**src/rtl/argon_fetch_unit.sv**
```systemverilog
// Argon instruction fetch front end: assembles instructions from memory beats
// and buffers them with their PCs in a small prefetch queue for decode.
module argon_fetch_unit #(
    parameter int                    MEM_WIDTH   = 16,
    parameter int                    INSTR_WIDTH = 32,
    parameter int                    ADDR_WIDTH  = 16,
    parameter int                    FIFO_DEPTH  = 2,
    parameter logic [ADDR_WIDTH-1:0] RESET_PC    = '0
) (
    input  logic                         i_clk,
    input  logic                         i_reset,
    input  logic                         i_halt,
    input  logic                         i_redirect_valid,
    input  logic [ADDR_WIDTH-1:0]        i_redirect_pc,
    output logic [ADDR_WIDTH-1:0]        o_mem_address,
    output logic                         o_mem_re,
    input  logic                         i_mem_ready,
    input  logic [MEM_WIDTH-1:0]         i_mem_data,
    output logic                         o_instr_valid,
    output logic [INSTR_WIDTH-1:0]       o_instr,
    output logic [ADDR_WIDTH-1:0]        o_instr_pc,
    input  logic                         i_instr_ready,
    output logic [$clog2(FIFO_DEPTH):0]  o_fifo_count
);

    localparam int BEATS  = INSTR_WIDTH / MEM_WIDTH;
    localparam int BEAT_W = (BEATS > 1) ? $clog2(BEATS) : 1;
    localparam int PTR_W  = (FIFO_DEPTH > 1) ? $clog2(FIFO_DEPTH) : 1;
    localparam int CNT_W  = $clog2(FIFO_DEPTH) + 1;

    localparam logic [ADDR_WIDTH-1:0] BEAT_STEP  = ADDR_WIDTH'(MEM_WIDTH / 8);
    localparam logic [ADDR_WIDTH-1:0] INSTR_STEP = ADDR_WIDTH'(INSTR_WIDTH / 8);
    localparam logic [ADDR_WIDTH-1:0] ALIGN_MASK = ADDR_WIDTH'(INSTR_WIDTH / 8 - 1);
    localparam logic [BEAT_W-1:0]     LAST_BEAT  = BEAT_W'(BEATS - 1);
    localparam logic [PTR_W-1:0]      LAST_PTR   = PTR_W'(FIFO_DEPTH - 1);
    localparam logic [CNT_W-1:0]      FULL       = CNT_W'(FIFO_DEPTH);

    if ((MEM_WIDTH % 8 != 0) || (INSTR_WIDTH < MEM_WIDTH) ||
        (INSTR_WIDTH % MEM_WIDTH != 0) || (FIFO_DEPTH < 1)) begin : g_bad_params
        $error("argon_fetch_unit: illegal parameter combination");
    end

    typedef enum logic {
        IDLE  = 1'b0,
        FETCH = 1'b1
    } state_t;

    state_t                  state_q;
    logic [ADDR_WIDTH-1:0]   pc_q;
    logic [ADDR_WIDTH-1:0]   addr_q;
    logic                    re_q;
    logic [BEAT_W-1:0]       beat_q;
    logic [INSTR_WIDTH-1:0]  asm_q;
    logic [INSTR_WIDTH-1:0]  asm_d;

    logic [INSTR_WIDTH-1:0]  fifo_instr_q [FIFO_DEPTH];
    logic [ADDR_WIDTH-1:0]   fifo_pc_q    [FIFO_DEPTH];
    logic [PTR_W-1:0]        wr_ptr_q;
    logic [PTR_W-1:0]        rd_ptr_q;
    logic [CNT_W-1:0]        count_q;
    logic [CNT_W-1:0]        count_d;

    logic                    last_beat;
    logic                    push;
    logic                    pop;
    logic                    room_next;
    logic [ADDR_WIDTH-1:0]   redirect_pc_aligned;
    logic [ADDR_WIDTH-1:0]   pc_next;

    function automatic logic [PTR_W-1:0] ptr_inc(input logic [PTR_W-1:0] p);
        return (p == LAST_PTR) ? '0 : p + PTR_W'(1);
    endfunction

    always_comb begin
        asm_d = asm_q;
        for (int b = 0; b < BEATS; b++) begin
            if (beat_q == BEAT_W'(b)) begin
                asm_d[b*MEM_WIDTH +: MEM_WIDTH] = i_mem_data;
            end
        end

        last_beat = (state_q == FETCH) && i_mem_ready && (beat_q == LAST_BEAT);
        // A redirect drops any same-cycle push or pop.
        push = last_beat && !i_redirect_valid;
        pop  = (count_q != '0) && i_instr_ready && !i_redirect_valid;

        count_d = count_q;
        if (i_redirect_valid) begin
            count_d = '0;
        end else if (push && !pop) begin
            count_d = count_q + CNT_W'(1);
        end else if (pop && !push) begin
            count_d = count_q - CNT_W'(1);
        end

        room_next           = (count_d < FULL);
        redirect_pc_aligned = i_redirect_pc & ~ALIGN_MASK;
        pc_next             = pc_q + INSTR_STEP;
    end

    always_ff @(posedge i_clk or posedge i_reset) begin
        if (i_reset) begin
            state_q <= IDLE;
            pc_q    <= RESET_PC;
            addr_q  <= RESET_PC;
            re_q    <= 1'b0;
            beat_q  <= '0;
            asm_q   <= '0;
        end else if (i_redirect_valid) begin
            state_q <= IDLE;
            pc_q    <= redirect_pc_aligned;
            addr_q  <= redirect_pc_aligned;
            re_q    <= 1'b0;
            beat_q  <= '0;
            asm_q   <= '0;
        end else begin
            case (state_q)
                IDLE: begin
                    if (!i_halt && (count_q < FULL)) begin
                        state_q <= FETCH;
                        re_q    <= 1'b1;
                        addr_q  <= pc_q;
                        beat_q  <= '0;
                    end
                end
                FETCH: begin
                    if (i_mem_ready) begin
                        if (beat_q != LAST_BEAT) begin
                            beat_q <= beat_q + BEAT_W'(1);
                            addr_q <= addr_q + BEAT_STEP;
                            asm_q  <= asm_d;
                        end else begin
                            // Halt is only honoured here, at an instruction boundary.
                            pc_q   <= pc_next;
                            beat_q <= '0;
                            asm_q  <= '0;
                            if (room_next && !i_halt) begin
                                addr_q <= pc_next;
                            end else begin
                                state_q <= IDLE;
                                re_q    <= 1'b0;
                            end
                        end
                    end
                end
                default: begin
                    state_q <= IDLE;
                    re_q    <= 1'b0;
                end
            endcase
        end
    end

    always_ff @(posedge i_clk or posedge i_reset) begin
        if (i_reset) begin
            wr_ptr_q <= '0;
            rd_ptr_q <= '0;
            count_q  <= '0;
            for (int i = 0; i < FIFO_DEPTH; i++) begin
                fifo_instr_q[i] <= '0;
                fifo_pc_q[i]    <= '0;
            end
        end else begin
            count_q <= count_d;
            if (i_redirect_valid) begin
                wr_ptr_q <= '0;
                rd_ptr_q <= '0;
            end else begin
                if (push) begin
                    fifo_instr_q[wr_ptr_q] <= asm_d;
                    fifo_pc_q[wr_ptr_q]    <= pc_q;
                    wr_ptr_q               <= ptr_inc(wr_ptr_q);
                end
                if (pop) begin
                    rd_ptr_q <= ptr_inc(rd_ptr_q);
                end
            end
        end
    end

    assign o_mem_address = addr_q;
    assign o_mem_re      = re_q;
    assign o_instr_valid = (count_q != '0);
    assign o_instr       = fifo_instr_q[rd_ptr_q];
    assign o_instr_pc    = fifo_pc_q[rd_ptr_q];
    assign o_fifo_count  = count_q;

endmodule

```
**config.mk**
```make
export PLATFORM = sky130hd
export DESIGN_NAME = argon_fetch_unit
export DESIGN_NICKNAME = d
export VERILOG_FILES = /design/src/rtl/argon_fetch_unit.sv
export SDC_FILE = /design/constraint.sdc
export NUM_CORES = 1
export LEC_CHECK = 0
export CAP_MARGIN = 20
export CORE_AREA = 8 8 192 121
export DETAILED_ROUTE_END_ITERATION = 10
export DIE_AREA = 0 0 200 129
export SYNTH_ARGS = -nofsm -noshare
export SYNTH_HDL_FRONTEND = slang
export SYNTH_SLANG_ARGS = --single-unit
export TNS_END_PERCENT = 10
```
**constraint.sdc**
```tcl
create_clock -name i_clk -period 5.35 [get_ports i_clk]
set_input_delay 1.07 -clock i_clk [delete_from_list [all_inputs] [get_ports i_clk]]
set_output_delay 1.07 -clock i_clk [all_outputs]
set_load 0.01 [all_outputs]
```
# ---- Word level (Yosys, flattened, before mapping)
# Index checks and enable logic that the tools add are counted.
dict set report totals {
  in_bits 38
  output_inout_bits 68
  elab_cells 114
  ff_bits 167
}
dict set report op_classes {
  n_bitwise 4
  add_sub_neg 7
  n_lt_le_gt_ge 5
  n_eq_ne 5
  reduce_logical 26
  mux 54
}
# cell count
set ops {}
lappend ops {{32-bit 2-to-1 mux} 8}
lappend ops {{16-bit 2-to-1 mux} 15}
lappend ops {{64-bit bitwise mux} 1}
lappend ops {{32-bit bitwise mux} 1}
lappend ops {{32-bit demux with 1-bit select} 1}
lappend ops {{16-bit one-hot mux with 2 select lines} 1}
lappend ops {{1-bit 2-to-1 mux} 20}
lappend ops {{16-bit by 2-bit adder with 16-bit output, second input constant} 1}
lappend ops {{16-bit by 3-bit adder with 16-bit output, second input constant} 1}
lappend ops {{16-bit demux with 1-bit select} 1}
lappend ops {{2-bit nonzero test} 6}
lappend ops {{1-bit logical AND} 10}
lappend ops {{3-bit inequality test, second input constant} 3}
lappend ops {{2-bit 2-to-1 mux} 3}
lappend ops {{1-bit one-hot mux with 2 select lines} 3}
lappend ops {{2-bit AND reduction} 3}
lappend ops {{3-bit AND reduction} 2}
lappend ops {{2-bit greater-or-equal comparator, second input constant} 2}
lappend ops {{1-bit logical NOT} 4}
lappend ops {{2-bit less-than comparator, second input constant} 2}
lappend ops {{4-bit by 3-bit inequality test with 1-bit output, second input constant} 1}
lappend ops {{1-bit inverter with 2-bit output} 2}
lappend ops {{4-bit AND reduction} 1}
lappend ops {{1-bit adder, second input constant} 3}
lappend ops {{other kinds (5)} 6}

# ---- Depth between registers and ports, before layout
# Gate-level depths: netlist of the first run.
dict set report logic_depth {
  word_depth 15
  mapped_depth 9
  depth_no_buf 7
}

# ---- Worst setup path after synthesis of the first run
# No wires, ideal clock.
dict set report synth_path {
  path_type {register to output}
  startpoint {reg rd_ptr_q}
  endpoint {out o_instr[10]}
  slack_ps 2883
  stages_incl_launch_ff 4
  required_ps 4280
  path_buffers 2
  arrival_time_ps 1397
  path_cell_list {dfrtp_1 -> clkbuf_1 -> clkbuf_1 -> mux2_2}
}
dict set report synth_between {
  elab_chain_len 4
}
# item line_no
set synth_rtl {}
lappend synth_rtl {{from (decl)} 59} ;# logic [PTR_W-1:0] rd_ptr_q;
lappend synth_rtl {{from (signal assigned)} 175} ;# rd_ptr_q <= ptr_inc(rd_ptr_q);
lappend synth_rtl {{1-bit inverter with 2-bit output (implied by the code)} 184} ;# assign o_instr = fifo_instr_q[rd_ptr_q];
lappend synth_rtl {{32-bit 2-to-1 mux (implied by the code) (3 in a row)} 184}
lappend synth_rtl {{to (decl)} 20} ;# output logic [INSTR_WIDTH-1:0] o_instr,
# No other way between the ends. The select of a mux whose other input is x is not followed.

# ---- Final worst setup path of the first run
dict set report layout_path {
  startpoint {reg rd_ptr_q}
  endpoint {out o_instr[27]}
}
# Same word-level chain as after synthesis.

==> results.txt, run 1 <==
----------------------------------------------------
[Synth]
  Area of the mapped netlist ... 0.007955 sq mm
  Proportion of synthesized chip area in sequential cells ... 50.64%
  Post-synth cell types ... 55
  Post-Syn Area per Cell ... 10.44 sq um
  Flip-flop and latch count after synthesis ... 161
  Number of synthesized flops with an enable pin ... 0
  Cells after Synth ... 762
  Ys async rst share ... 100.0%
  Most used DFF post-synth ... sky130_fd_sc_hd__dfrtp_1
  Count of synthesis-stage warnings from yosys ... 0

[Worst setup path]
  FF-to-FF path depth ... 6
  Cell family contributing the most delay on the critical path ... buffers and inverters
  Slack of the worst reg-to-reg path ... 2.35 ns
  Required time of the critical path ... 4.28 ns
  Buffers and inverters on the worst path ... 2
  Critical path, cell by cell ... buf_4 > mux2_2 > clkdlybuf4s50_1
  Endpoint of the worst-slack reg-to-reg timing path ... o_mem_address[3]
  Category of the critical setup timing path ... reg -> out
  Highest cell delay on the worst timing path ... 0.91 ns
  Data arrival at the endpoint of the critical path ... 2.72 ns
  Cell with the biggest individual delay on the critical path ... sky130_fd_sc_hd__dfrtp_2
  Source of the worst register-to-register timing path ... beat_q
  Kind of capture point of the worst setup path ... primary output
  Startpoint Class ... flip-flop
  Highest fanout seen on the critical path ... 31
  Critical Path Start ... rd_ptr_q

[Place]
  Buffers added on ports ... 101
  Placer Congestion ... about 0.84
  Post-detail-place hpwl ... 14700 um
  Number of placed instances with taps included ... ~1100

[Finish]
  Multi-input combinational cell area ... 0.003590 sq mm
  Most common cell after layout, fill and taps aside ... sky130_fd_sc_hd__dfrtp_1
  Layout cells sized above 1 ... 13.73%
  Post-Route Utilization ... 47.70%
  Number of nets in the finished design ... 880
  Number of fill cells in the layout ... 1897
  Synth-to-Final Area Change ... 22.73%
  Count of inserted antenna diode cells ... 0
  Final Instance Count excl. Fillers ... 1131
  Most used cells in the layout excluding fill and tap cells ... 159 x sky130_fd_sc_hd__dfrtp_1, 101 x sky130_fd_sc_hd__clkdlybuf4s50_1, 70 x sky130_fd_sc_hd__nand2_1, 62 x sky130_fd_sc_hd__nor2_1, 53 x sky130_fd_sc_hd__mux2_2
  Area occupied by registers ... 0.004031 sq mm

[Floorplanning]
  Die outline area ... 0.02580 sq mm
  Standard-cell row count ... 41
  Height of the die ... 129 um
  Width of the die ... 200 um
  # IOs ... 106
  Starting density of the core ... 38.87%
  Std-Cell Core Area ... 0.02047 sq mm

[Route]
  Wirelength, routed ... between 20000 and 25000 um
  Via Count ... 5917
  DR vias/cell ... ~5.2
  DRT antenna net count ... 0
  Initial DRC Count ... 616
  Wire length per cell after detailed routing ... 19.17 um
  Length of the first detailed-routing pass in iterations ... 5
  Remaining design rule violation count ... 0

[STA]
  Worst-margin pin slew ... 0.8671 ns
  Maximum clock rate ... 0.2640 GHz
  Final number of setup-violating endpoints ... 0
  Time the final worst path needs with I/O delays and setup ... about 3.8 ns
  Tightest slew margin relative to the limit ... between 40% and 50%
  Number of hold-slack violations in the final timing report ... 0
  RSZ-0062 raised after global routing ... no
  Ratio of final minimum period to clock period ... 70.80%
  Final Max Slew Viols ... 0
  Worst Clk Skew ... 0.01343 ns
  Total negative slack for setup checks ... 0 ns
  Post-Route Hold Slack ... 0.4771 ns

[Clock network]
  CTS H-Tree Depth ... 4
  Setup fix buffers added after clock tree synthesis ... 0
  Num CTS Buffers ... 17
  Root buffer cell ... sky130_fd_sc_hd__clkbuf_16
  Post-CTS sizing ... 0
  Sinks on Clock Net ... 161
  Insertion delay of the later-clocked pin in the worst-skew pair ... 0.44 ns
  Longest Clk Path Bufs ... 2
  Number of hold buffers added after CTS ... 0
  CTS clock-pin slew for the worst setup and hold paths ... roughly 0.070 ns
  Clock tree from TritonCTS ... built

[Power and ir drop]
  Leakage Power ... 4.173 nW
  Peak VDD IR ... 240.6 uV
  Cell Pwr Density ... 390.6 mW/mm^2
  Design Power ... 3.814 mW

[Global route]
  Global route total overflow ... 0
  Initial antenna violation count ... 0
  Largest net degree at the start of global routing ... 162
  Wire length of the first global-routing pass ... 34040 um
  Vias in the first global route ... approximately 5700
  Global-route usage over all layers ... 17.31%

[Run status]
  Status ... finished, final reports clean

[Worst hold path]
  Number of instances on the worst hold path ... 2
  Launch point of the worst hold path ... fifo_instr_q[14]
  Class of the worst hold path ... reg -> reg
  Hold Path Sink ... fifo_instr_q[14]

[Run]
  Max-capacitance violation count ... 0

----------------------------------------------------
-- per-stage QoR --
stage / instance area, sq um / setup WS [ns]
6_report: 9763 / 1.562
5_1_grt: 9763 / 1.428
4_1_cts: 9763 / 1.533
3_5_place_dp: 9151 / 1.381
3_3_place_gp: 9151 / 1.378
2_1_floorplan: 7963 / 2.237
-- per-layer routing --
| metal | track usage (%) | part of all wire [%] | up-vias |
|---|---|---|---|
| met2 | 20.48 | 37 | 190 |
| met4 | 4.397 | 0.87 | 0 |
| met5 | 0 | 0 | - |
| met3 | 5.111 | 7.4 | 16 |
| met1 | 28.59 | 55 | 2847 |
| li1 | - | - | 2864 |
-- logic make-up (layout without fill, tap and decap cells) --
family	after synthesis	after routing	share of synthesized area [%]
buffers and inverters	71	160	4.278
other	1	2	0.04714
muxes	113	113	15.48
and+or+nand+nor	215	215	13.01
xor gates and xnor gates	26	26	2.862
adders and majority gates	3	3	0.4719
DFF	161	161	50.64
AOI/OAI and AO/OA	172	172	13.21
-- worst min-delay path: stages, from the launching register on --
cell,delay (ns)
sky130_fd_sc_hd__dfrtp_1,0.34
sky130_fd_sc_hd__nand2_1,0.05
sky130_fd_sc_hd__o21ai_0,0.06
-- flip-flops by register name, summed over array words and instances, names as in the netlist --
name and flops:
asm_q 32, beat_q 1, fifo_instr_q 64, fifo_pc_q 28, o_fifo_count 2, o_mem_address 16, o_mem_re 1, pc_q 14
rd_ptr_q 1, state_q 1, wr_ptr_q 1
-- Yosys cell counts, drive strengths merged (4+ instances only) --
cell	n	share of area [%]
a211oi	6	0.69
mux2i	33	4.2
and3	19	1.5
clkbuf	18	0.85
nor3b	4	0.38
buf	40	2.8
inv	12	0.57
nor4	8	0.63
nand3	18	1.3
xor2	10	1.1
o31ai	7	0.66
nor3	14	1.2
nand2	70	3.3
dfrtp	161	51
a22o	15	1.7
mux2	80	11
a21oi	45	2.8
xnor2	16	1.8
o21ai	75	4.7
a221oi	8	0.88
nor2	63	3.0
nand4	7	0.55
-- area by class of cell --
cell class | instances | area share (%)
multi-input cells | 531 | 36.77
well taps | 279 | 3.576
clock buffers | 17 | 4.357
flip-flops and latches | 161 | 41.29
repair buffers | 115 | 11.56
inverters | 13 | 0.5383
clock inverters | 15 | 1.910
-- worst max path at each step --
stage | endpoint | slack (ns) | depth (start not counted)
2_1_floorplan | asm_q[0] | 2.24 | 1
3_3_place_gp | fifo_instr_q[13] | 1.38 | 7
3_5_place_dp | fifo_instr_q[17] | 1.38 | 7
4_1_cts | o_instr[27] | 1.53 | 3
5_1_grt | o_instr[27] | 1.43 | 3
6_report | o_instr[27] | 1.56 | 3
-- report_power, final --
part           internal [mW]  total (mW)  leakage [nW]  switching [mW]
clock                  0.633        1.23         0.290           0.601
sequential              1.37        1.52          2.13           0.152
combinational          0.570        1.06          1.75           0.486
Power figures use the tool's default switching activity.
==> run 2: changes to the inputs <==
- clock period: 5.35 -> 3.76 ns (I/O delays scaled with it)
==> run 2 against run 1 <==
  * Sequential share of layout area down 0.37 points
  * Global-route usage up 0.081 points
  * Wire length up 0.85%
  * Combinational power up 43%
  * Clock power up 51%
  * Setup slack worse by 0.90 ns
  * Die area unchanged
  * Critical path depth unchanged
  * Worst hold slack worse by 0.0015 ns
  * Sequential power up 43%
  * Final area up 0.91%
  * Utilization up 0.43 points
==> results.txt, run 2 (same netlist as run 1, synthesis figures left out) <==
----------------------------------------------------
[Clock network]
  Sinks on Clock Net ... 161
  Number of hold buffers added after CTS ... 0
  Longest Clk Path Bufs ... 2
  Num CTS Buffers ... 17
  Insertion delay of the later-clocked pin in the worst-skew pair ... ~0.43 ns
  Root buffer cell ... sky130_fd_sc_hd__clkbuf_16
  Setup fix buffers added after clock tree synthesis ... 0
  Post-CTS sizing ... 0
  Clock tree from TritonCTS ... built
  CTS H-Tree Depth ... 4
  CTS clock-pin slew for the worst setup and hold paths ... 0.08 ns

[Finish]
  Number of flip-flops in the largest register ... 64
  Layout cells sized above 1 ... 14.04%
  Number of fill cells in the layout ... ~1900
  Reg with most FFs ... fifo_instr_q
  Registers with the highest flip-flop counts ... fifo_instr_q (64), asm_q (32), fifo_pc_q (28)
  Layout Cell Area excl Fill ... 0.009852 sq mm
  Number of nets in the finished design ... just under 900
  Synth-to-Final Area Change ... 23.84%
  Count of inserted antenna diode cells ... 0
  Most common cell after layout, fill and taps aside ... sky130_fd_sc_hd__dfrtp_1
  Post-Route Utilization ... 48.13%
  Most used cells in the layout excluding fill and tap cells ... 159 x sky130_fd_sc_hd__dfrtp_1, 101 x sky130_fd_sc_hd__clkdlybuf4s50_1, 70 x sky130_fd_sc_hd__nand2_1, 62 x sky130_fd_sc_hd__nor2_1, 53 x sky130_fd_sc_hd__mux2_2

[Worst setup path]
  Cell family contributing the most delay on the critical path ... buffers and inverters
  Endpoint of the worst-slack reg-to-reg timing path ... fifo_pc_q[9]
  Cell with the biggest individual delay on the critical path ... sky130_fd_sc_hd__dfrtp_2
  Required time of the critical path ... 3.01 ns
  Source of the worst register-to-register timing path ... state_q
  Highest fanout seen on the critical path ... 27
  Startpoint Class ... flip-flop
  Highest cell delay on the worst timing path ... 0.72 ns
  Kind of capture point of the worst setup path ... primary output
  Data arrival at the endpoint of the critical path ... 2.35 ns
  FF-to-FF path depth ... 6
  Buffers and inverters on the worst path ... 2
  Category of the critical setup timing path ... reg -> out
  Critical path, cell by cell ... buf_12 > mux2_2 > clkdlybuf4s50_1
  Slack of the worst reg-to-reg path ... 1.19 ns

[STA]
  Worst Clk Skew ... 0.01415 ns
  Slack of the critical path ... about 0.66 ns
  RSZ-0062 raised after global routing ... no
  Tightest slew margin relative to the limit ... 44.49%
  Total negative slack for setup checks ... 0 ns
  Worst-margin pin slew ... 0.8327 ns
  Number of hold-slack violations in the final timing report ... 0
  Maximum clock rate ... 0.3226 GHz
  Ratio of final minimum period to clock period ... 82.44%
  Final Max Slew Viols ... 0
  Time the final worst path needs with I/O delays and setup ... roughly 3.1 ns
  Final number of setup-violating endpoints ... 0

[Power and ir drop]
  Sequential group share of total power ... between 30% and 40%
  Combinational share of power ... 27.3%
  Peak VDD IR ... 329.0 uV
  Internal power consumption ... between 3 and 4 mW
  Part of the power in the clock network ... 33.5%
  Design Power ... 5.549 mW
  Switching fraction of total power ... 31.48%
  Cell Pwr Density ... around 560 mW/mm^2
  Switching power of the nets ... 1.747 mW
  Leakage Power ... about 4.2 nW

[Worst hold path]
  Number of instances on the worst hold path ... 2
  Hold Path Sink ... fifo_instr_q[15]
  Class of the worst hold path ... reg -> reg
  Launch point of the worst hold path ... fifo_instr_q[15]

[Place]
  Post-detail-place hpwl ... 15080 um
  Buffers added on ports ... 101
  Worst slack, placed ... 0.7036 ns
  Placer Congestion ... 0.8416
  Cell Area, Placed ... 0.009211 sq mm

[Global route]
  Vias in the first global route ... ~5700
  Global route total overflow ... 0
  Initial antenna violation count ... 0
  Wire length of the first global-routing pass ... 34410 um
  Global-route usage over all layers ... 17.39%
  Largest net degree at the start of global routing ... 79

[Floorplanning]
  Die outline area ... 0.02580 sq mm
  # IOs ... between 100 and 150
  Starting density of the core ... 38.87%
  Standard-cell row count ... ~40
  Std-Cell Core Area ... approximately 0.02 sq mm
  Height of the die ... 129 um
  Width of the die ... 200 um

[Route]
  Wirelength, routed ... 21870 um
  Via Count ... 6003
  Remaining design rule violation count ... 0
  DR vias/cell ... ~5.3
  Length of the first detailed-routing pass in iterations ... 5
  Initial DRC Count ... 492
  DRT antenna net count ... 0
  Wire length per cell after detailed routing ... 19.28 um

[Run status]
  Status ... finished, final reports clean

[Run]
  Max-capacitance violation count ... 0

----------------------------------------------------
==> run 2: worst max-delay path by stage <==
stage | from | end | cells past startpoint
6_report | rd_ptr_q | o_instr[27] | 3
5_1_grt | rd_ptr_q | o_instr[27] | 3
4_1_cts | rd_ptr_q | o_instr[27] | 3
3_5_place_dp | i_mem_ready | fifo_pc_q[13] | 7
3_3_place_gp | i_mem_ready | fifo_pc_q[11] | 7
2_1_floorplan | i_reset | asm_q[0] | 1
==> run 2: power groups by stage <==
| stage | sequential, mW | combinational (mW) | clock, mW |
|---|---|---|---|
| floorplan | 2.12 | 0.846 | 0 |
| global placement | 2.20 | 1.52 | 0 |
| detailed placement | 2.20 | 1.53 | 0 |
| CTS | 2.17 | 1.54 | 1.90 |
| global route | 2.21 | 1.65 | 1.97 |
| finish | 2.17 | 1.52 | 1.86 |
==> run 2: worst register-to-register path, cell delays in order, from the launching register on <==
cell and delay [ns]:
sky130_fd_sc_hd__dfrtp_1 0.87, sky130_fd_sc_hd__inv_2 0.31, sky130_fd_sc_hd__nor3_4 0.18, sky130_fd_sc_hd__buf_4 0.20, sky130_fd_sc_hd__nand3_2 0.08, sky130_fd_sc_hd__buf_4 0.37, sky130_fd_sc_hd__mux2_1 0.45
==> run 2: metal layers <==
metal  global-route usage (%)  vias to the layer above  routed length, um
met5                        0                        -                  0
met4                    3.362                        0                 91
met3                    4.746                        6               1473
met2                    20.96                      178               8030
met1                    29.06                     2944              12270
li1                         -                     2875                  -
==> run 2: area by class of cell <==
type,count,area (sq um),area share (%)
clock buffers,17,425.4,4.318
flip-flops and latches,161,4031,40.92
multi-input cells,531,3590,36.44
repair buffers,118,1189,12.07
inverters,13,52.55,0.5334
well taps,279,349.1,3.543
clock inverters,15,215.2,2.184
==> run 2: stage by stage <==
stage / hold slack (ns) / instances
global placement: 0.4556 / 1102
CTS: 0.4821 / 1134
finish: 0.4756 / 1134
detailed placement: 0.4645 / 1102
floorplan: 0.4444 / 763
global route: 0.5018 / 1134
